$ cat src/rtl/seg7_scan_decoder.sv
// seg7_scan_decoder
// Monitors a time-multiplexed, active-low seven-segment display bus
// (one-hot-low anodes plus shared cathodes) and recovers the digits shown.
// A digit is accepted once its anode/segment pair has been seen unchanged
// for STABLE_CYCLES samples; once every position has been captured the
// complete frame is published on value/blank/bad with a one-cycle valid.
// Optional build macro: SEG7_HEX_EXT_EN adds the hex letters A..F to the
// decoder; without it those patterns are reported as bad.
module seg7_scan_decoder #(
    parameter int DIGITS        = 4,
    parameter int STABLE_CYCLES = 4
) (
    input  logic                  clk,
    input  logic                  rst_n,
    input  logic [DIGITS-1:0]     an,
    input  logic [6:0]            seg,
    output logic [4*DIGITS-1:0]   value,
    output logic [DIGITS-1:0]     blank,
    output logic [DIGITS-1:0]     bad,
    output logic                  valid
);

    logic [DIGITS-1:0]   an_q;
    logic [6:0]          seg_q;
    logic [DIGITS-1:0]   prev_an;
    logic [6:0]          prev_seg;
    logic [7:0]          cnt;

    logic [DIGITS-1:0]   captured;
    logic [4*DIGITS-1:0] work_val;
    logic [DIGITS-1:0]   work_blank;
    logic [DIGITS-1:0]   work_bad;

    logic [DIGITS-1:0]   an_low;
    logic                one_hot;
    logic                same;
    logic                accept;
    logic [6:0]          pat;

    logic [3:0]          dec_nib;
    logic                dec_blank;
    logic                dec_bad;

    logic [4*DIGITS-1:0] next_val;
    logic [DIGITS-1:0]   next_blank;
    logic [DIGITS-1:0]   next_bad;
    logic [DIGITS-1:0]   next_captured;
    logic                frame_done;

    assign an_low  = ~an_q;
    assign one_hot = ($countones(an_low) == 1);
    assign same    = (an_q == prev_an) && (seg_q == prev_seg);
    assign accept  = one_hot && same && (cnt == 8'(STABLE_CYCLES - 1));
    assign pat     = ~seg_q;

    // Register the raw display bus once before any decision is made on it
    always_ff @(posedge clk or negedge rst_n) begin
        if (!rst_n) begin
            an_q  <= '1;
            seg_q <= 7'h7F;
        end else begin
            an_q  <= an;
            seg_q <= seg;
        end
    end

    // Track how long the current anode/segment pair has been held unchanged
    always_ff @(posedge clk or negedge rst_n) begin
        if (!rst_n) begin
            prev_an  <= '1;
            prev_seg <= 7'h7F;
            cnt      <= 8'd0;
        end else if (!one_hot) begin
            cnt <= 8'd0;
        end else if (!same) begin
            prev_an  <= an_q;
            prev_seg <= seg_q;
            cnt      <= 8'd1;
        end else if (cnt != 8'(STABLE_CYCLES)) begin
            cnt <= cnt + 8'd1;
        end
    end

    // Translate the active-high segment pattern into a digit nibble
    always_comb begin
        dec_nib   = 4'd0;
        dec_blank = 1'b0;
        dec_bad   = 1'b0;
        case (pat)
            7'h3F: dec_nib = 4'd0;
            7'h06: dec_nib = 4'd1;
            7'h5B: dec_nib = 4'd2;
            7'h4F: dec_nib = 4'd3;
            7'h66: dec_nib = 4'd4;
            7'h6D: dec_nib = 4'd5;
            7'h7D: dec_nib = 4'd6;
            7'h07: dec_nib = 4'd7;
            7'h7F: dec_nib = 4'd8;
            7'h6F: dec_nib = 4'd9;
            7'h00: dec_blank = 1'b1;
`ifdef SEG7_HEX_EXT_EN
            7'h77: dec_nib = 4'hA;
            7'h7C: dec_nib = 4'hB;
            7'h39: dec_nib = 4'hC;
            7'h5E: dec_nib = 4'hD;
            7'h79: dec_nib = 4'hE;
            7'h71: dec_nib = 4'hF;
`endif
            default: dec_bad = 1'b1;
        endcase
    end

    // Merge an accepted digit into the working frame and detect completion
    always_comb begin
        next_val      = work_val;
        next_blank    = work_blank;
        next_bad      = work_bad;
        next_captured = captured;
        for (int k = 0; k < DIGITS; k++) begin
            if (accept && an_low[k]) begin
                next_val[4*k +: 4] = dec_nib;
                next_blank[k]      = dec_blank;
                next_bad[k]        = dec_bad;
                next_captured[k]   = 1'b1;
            end
        end
        frame_done = accept && (next_captured == {DIGITS{1'b1}});
    end

    // Hold the working frame and publish it once every position is captured
    always_ff @(posedge clk or negedge rst_n) begin
        if (!rst_n) begin
            work_val   <= '0;
            work_blank <= '0;
            work_bad   <= '0;
            captured   <= '0;
            value      <= '0;
            blank      <= '0;
            bad        <= '0;
            valid      <= 1'b0;
        end else begin
            work_val   <= next_val;
            work_blank <= next_blank;
            work_bad   <= next_bad;
            valid      <= frame_done;
            if (frame_done) begin
                value    <= next_val;
                blank    <= next_blank;
                bad      <= next_bad;
                captured <= '0;
            end else begin
                captured <= next_captured;
            end
        end
    end

endmodule
$ cat config.mk
export PLATFORM = sky130hd
export DESIGN_NAME = seg7_scan_decoder
export DESIGN_NICKNAME = d
export VERILOG_FILES = /design/src/rtl/seg7_scan_decoder.sv
export SDC_FILE = /design/constraint.sdc
export NUM_CORES = 1
export LEC_CHECK = 0
export BUFFER_PORTS_ARGS = -buffer_cell sky130_fd_sc_hd__buf_4
export CAP_MARGIN = 20
export CORE_MARGIN = 2
export CORE_UTILIZATION = 58
export DETAILED_ROUTE_END_ITERATION = 7
export PLACE_DENSITY = 0.85
export SLEW_MARGIN = 10
export SYNTH_ARGS = -nofsm -noshare
export SYNTH_HDL_FRONTEND = slang
export SYNTH_SLANG_ARGS = --single-unit
export TNS_END_PERCENT = 50
$ cat constraint.sdc
create_clock -name clk -period 4.75 [get_ports clk]
set_input_delay 0 -clock clk [delete_from_list [all_inputs] [get_ports clk]]
set_output_delay 0 -clock clk [all_outputs]
set_load 0.01 [all_outputs]
==> results_dict.tcl <==
set metrics [dict create \
    internal_power_w 0.00106 \
    layout-drive-gt1-share_pct 35.1 \
    critPathRequiredTime_ps 4990 \
    rows 29 \
    finalSetupViolations 0 \
    gp_congestion 0.836 \
    dieArea_um2 7420 \
    wl_per_cell_um 16.2 \
    power_leakage_nw 2.17 \
    p_comb_share_pct 14.4 \
    antenna_found_initial 0 \
    drt-pass1-iter-count 4 \
    synth_top_area_share_pct 39.0 \
    finalHoldViolations 0 \
    synth-edff-count 0 \
    async_flop_share_pct 100 \
    synthesis.nets 330 \
    cp_max_fo 23 \
    synthDistinctLibCells 52 \
    port_buffers 37 \
    cp-start-kind "register" \
    maxCapViolCount 0 \
    ys_seq_area_share_pct 53.8 \
    clockPowerShare_pct 30.5 \
    avgSynthCellArea_um2 12.5 \
    clock-skew-final_ps 10.9 \
    initial_core_util_pct 60.9 \
    fp.dieW_um 86.1 \
    period_share_pct 81.1 \
    pin_count 38 \
    synth.most_common_cell "dfrtp_1" \
    antenna_cells 0 \
    coreArea_um2 6420 \
    fin_util_pct 70.2 \
    p_sw_w 0.000448 \
    crit_type "register to register" \
    worst_skew_pair.late_latency_ps 360 \
    relSlewSlack_pct 44.3 \
    cts_sinks 83 \
    cts_tree "done" \
    synth_commonest_cells "dfrtp_1 (61), nand2_1 (42), dfstp_2 (22)" \
    wirelength_um 7210 \
    grt_overflow 0 \
    vias_per_cell 5.58 \
    power-per-cell-area_nw_per_um2 335 \
    worst_pin_slew_ps 836 \
    ys_warn_count 0 \
    synth_area_leaders "dfrtp_1 (39%), dfstp_2 (15%), mux2_4 (6.1%)" \
    synth_area_um2 3910 \
    yosysTopAreaCell "dfrtp_1" \
    finalPower_w 0.00151 \
    grt_use_total_pct 22.1 \
    clk_path_buf_depth 2 \
    switching_share_pct 29.7 \
    hold_path.class "input port to async pin" \
    rsz0062_at_grt "no" \
    grt_pass1_vias 2611 \
    vias 2478 \
    root_buffer "clkbuf_8" \
    outcome "complete, no violations" \
    remaining_drc_errors 0 \
    grt_max_degree 84 \
    nets 380 \
    finalSetupTns_ps 0 \
    clk_pin_slew_ps 80 \
    fmax_mhz 260 \
    r2r_start "an_q[1]$_DFF_PN1_" \
    post-cts-setup-buffers 0 \
    hpwlAfterDp_um 4800 \
    fin_crit_ps 3850 \
    worstPathArrival_ps 4090 \
    ctsResizeCount 0 \
    initialDrtViolationCount 112 \
    synth-seq-cells 83 \
    cp-end-kind "register" \
    synthCells 312 \
    seq_power_share_pct 55.0 \
    antenna_left 0 \
    finalMaxSlewViolations 0 \
    area_growth_pct 15.2 \
    die-height_um 86.1 \
    cts.htree.levels 3 \
    peakVddDrop_mv 0.229 \
    grt_pass1_wl_um 12600 \
    startpoint "an_q[1]$_DFF_PN1_" \
    yosys_most_used_dff "dfrtp_1" \
    cts_buffers 9 \
]
==> layout by cell type (no fill, tap or decap), types with 2 or more instances in the layout <==
| cell type | Yosys | routed |
|---|---|---|
| nand4_1 | 3 | 3 |
| nor4_1 | 4 | 4 |
| or3b_1 | 5 | 5 |
| clkbuf_8 | 1 | 9 |
| dfstp_2 | 22 | 22 |
| or3b_2 | 2 | 2 |
| mux2_4 | 16 | 16 |
| xnor2_1 | 4 | 4 |
| nand4b_1 | 3 | 3 |
| buf_4 | 1 | 38 |
| nor2_1 | 14 | 14 |
| nor2b_1 | 2 | 2 |
| ha_1 | 4 | 4 |
| inv_6 | 0 | 2 |
| dfrtp_1 | 61 | 61 |
| nand2b_1 | 2 | 2 |
| o21ai_0 | 3 | 3 |
| nand2_1 | 42 | 42 |
| a21oi_1 | 17 | 17 |
| mux2i_1 | 5 | 5 |
| a211oi_1 | 5 | 5 |
| dlygate4sd3_1 | 0 | 12 |
| nor3_1 | 2 | 2 |
| xor2_1 | 13 | 13 |
| or2_2 | 2 | 2 |
| nand4_2 | 5 | 5 |
| mux2_1 | 3 | 3 |
| o22ai_1 | 2 | 2 |
| clkinvlp_4 | 0 | 3 |
| nor4_4 | 6 | 6 |
| nand3_1 | 5 | 5 |
| mux2_2 | 17 | 17 |
| inv_1 | 14 | 14 |
==> through the flow <==
stage	setup slack (ps)	cells	instance area [µm²]	hold WS, ps
6_report	898	444	4510	77.0
5_1_grt	689	444	4510	98.1
4_1_cts	873	443	4480	272
3_5_place_dp	887	415	4180	109
3_3_place_gp	993	415	4180	110
2_1_floorplan	1490	312	3910	-296
==> cells by family (layout without fill, tap and decap cells) <==
group,after synthesis,in the layout,share of synthesized area (%)
muxes,41,41,13.2
buffers and inverters,26,81,4.22
DFF,83,83,53.8
and+or+nand+nor,108,108,18.3
xor gates and xnor gates,17,17,3.81
adders and majority gates,5,5,1.79
AOI/OAI and AO/OA,32,32,4.92
==> state kept, by name, indices dropped and copies added, names as in the netlist <==
name	flops
work_blank	4
bad	4
prev_an	4
seg_q	7
work_val	16
captured	4
blank	4
work_bad	4
prev_seg	7
value	16
cnt	8
valid	1
an_q	4
==> metal layers <==
layer	vias to the layer above	wire, µm	GRT usage [%]
li1	1178	-	-
met4	0	136	11.1
met1	1239	3250	30.0
met2	48	3600	34.5
met3	13	221	3.95
met5	-	0	0
==> worst max-delay path: stages, from the launching register on <==
cell	delay (ps)
dfstp_2	610
fa_1	430
inv_1	70
ha_1	140
ha_1	230
or3b_1	730
nor3_2	340
nand4_2	280
nor2_8	520
mux2_1	390
==> cell type report <==
cell class / instances / area (µm²)
flip-flops and latches: 83 / 2100
clock buffers: 10 / 128
inverters: 14 / 52.6
fillers: 445 / 1920
multi-input cells: 203 / 1640
clock inverters: 6 / 48.8
repair buffers: 51 / 433
well taps: 77 / 96.3
==> timing repair <==
action                                  in CTS  in global routing
endpoints found under the hold margin       72                  0
endpoints found under the setup margin       0                  0
hold buffers                                12                  0
==> path summary, 6_finish.rpt <==
kind / slack [ps] / to / depth (start not counted)
worst max-delay path: 900 / value[0]$_DFFE_PN0P_ / 9
worst min-delay path: 80 / cnt[2]$_DFFE_PN0P_ / 2
worst max register to register: 900 / value[0]$_DFFE_PN0P_ / 9
worst min register to register: 470 / prev_seg[2]$_DFFE_PN1P_ / 2
max in group asynchronous: 4030 / prev_seg[1]$_DFFE_PN1P_ / 3
min in group clk: 290 / seg_q[3]$_DFF_PN1_ / 2
==> power by group through the flow <==
| stage | combinational (W) | clock (W) | sequential, W |
|---|---|---|---|
| floorplan | 0.000164 | 0 | 0.000827 |
| global placement | 0.000198 | 0 | 0.000838 |
| detailed placement | 0.000208 | 0 | 0.000843 |
| CTS | 0.000218 | 0.000469 | 0.000830 |
| global route | 0.000244 | 0.000504 | 0.000839 |
| finish | 0.000218 | 0.000460 | 0.000830 |
(Power assumes the default switching activity.)
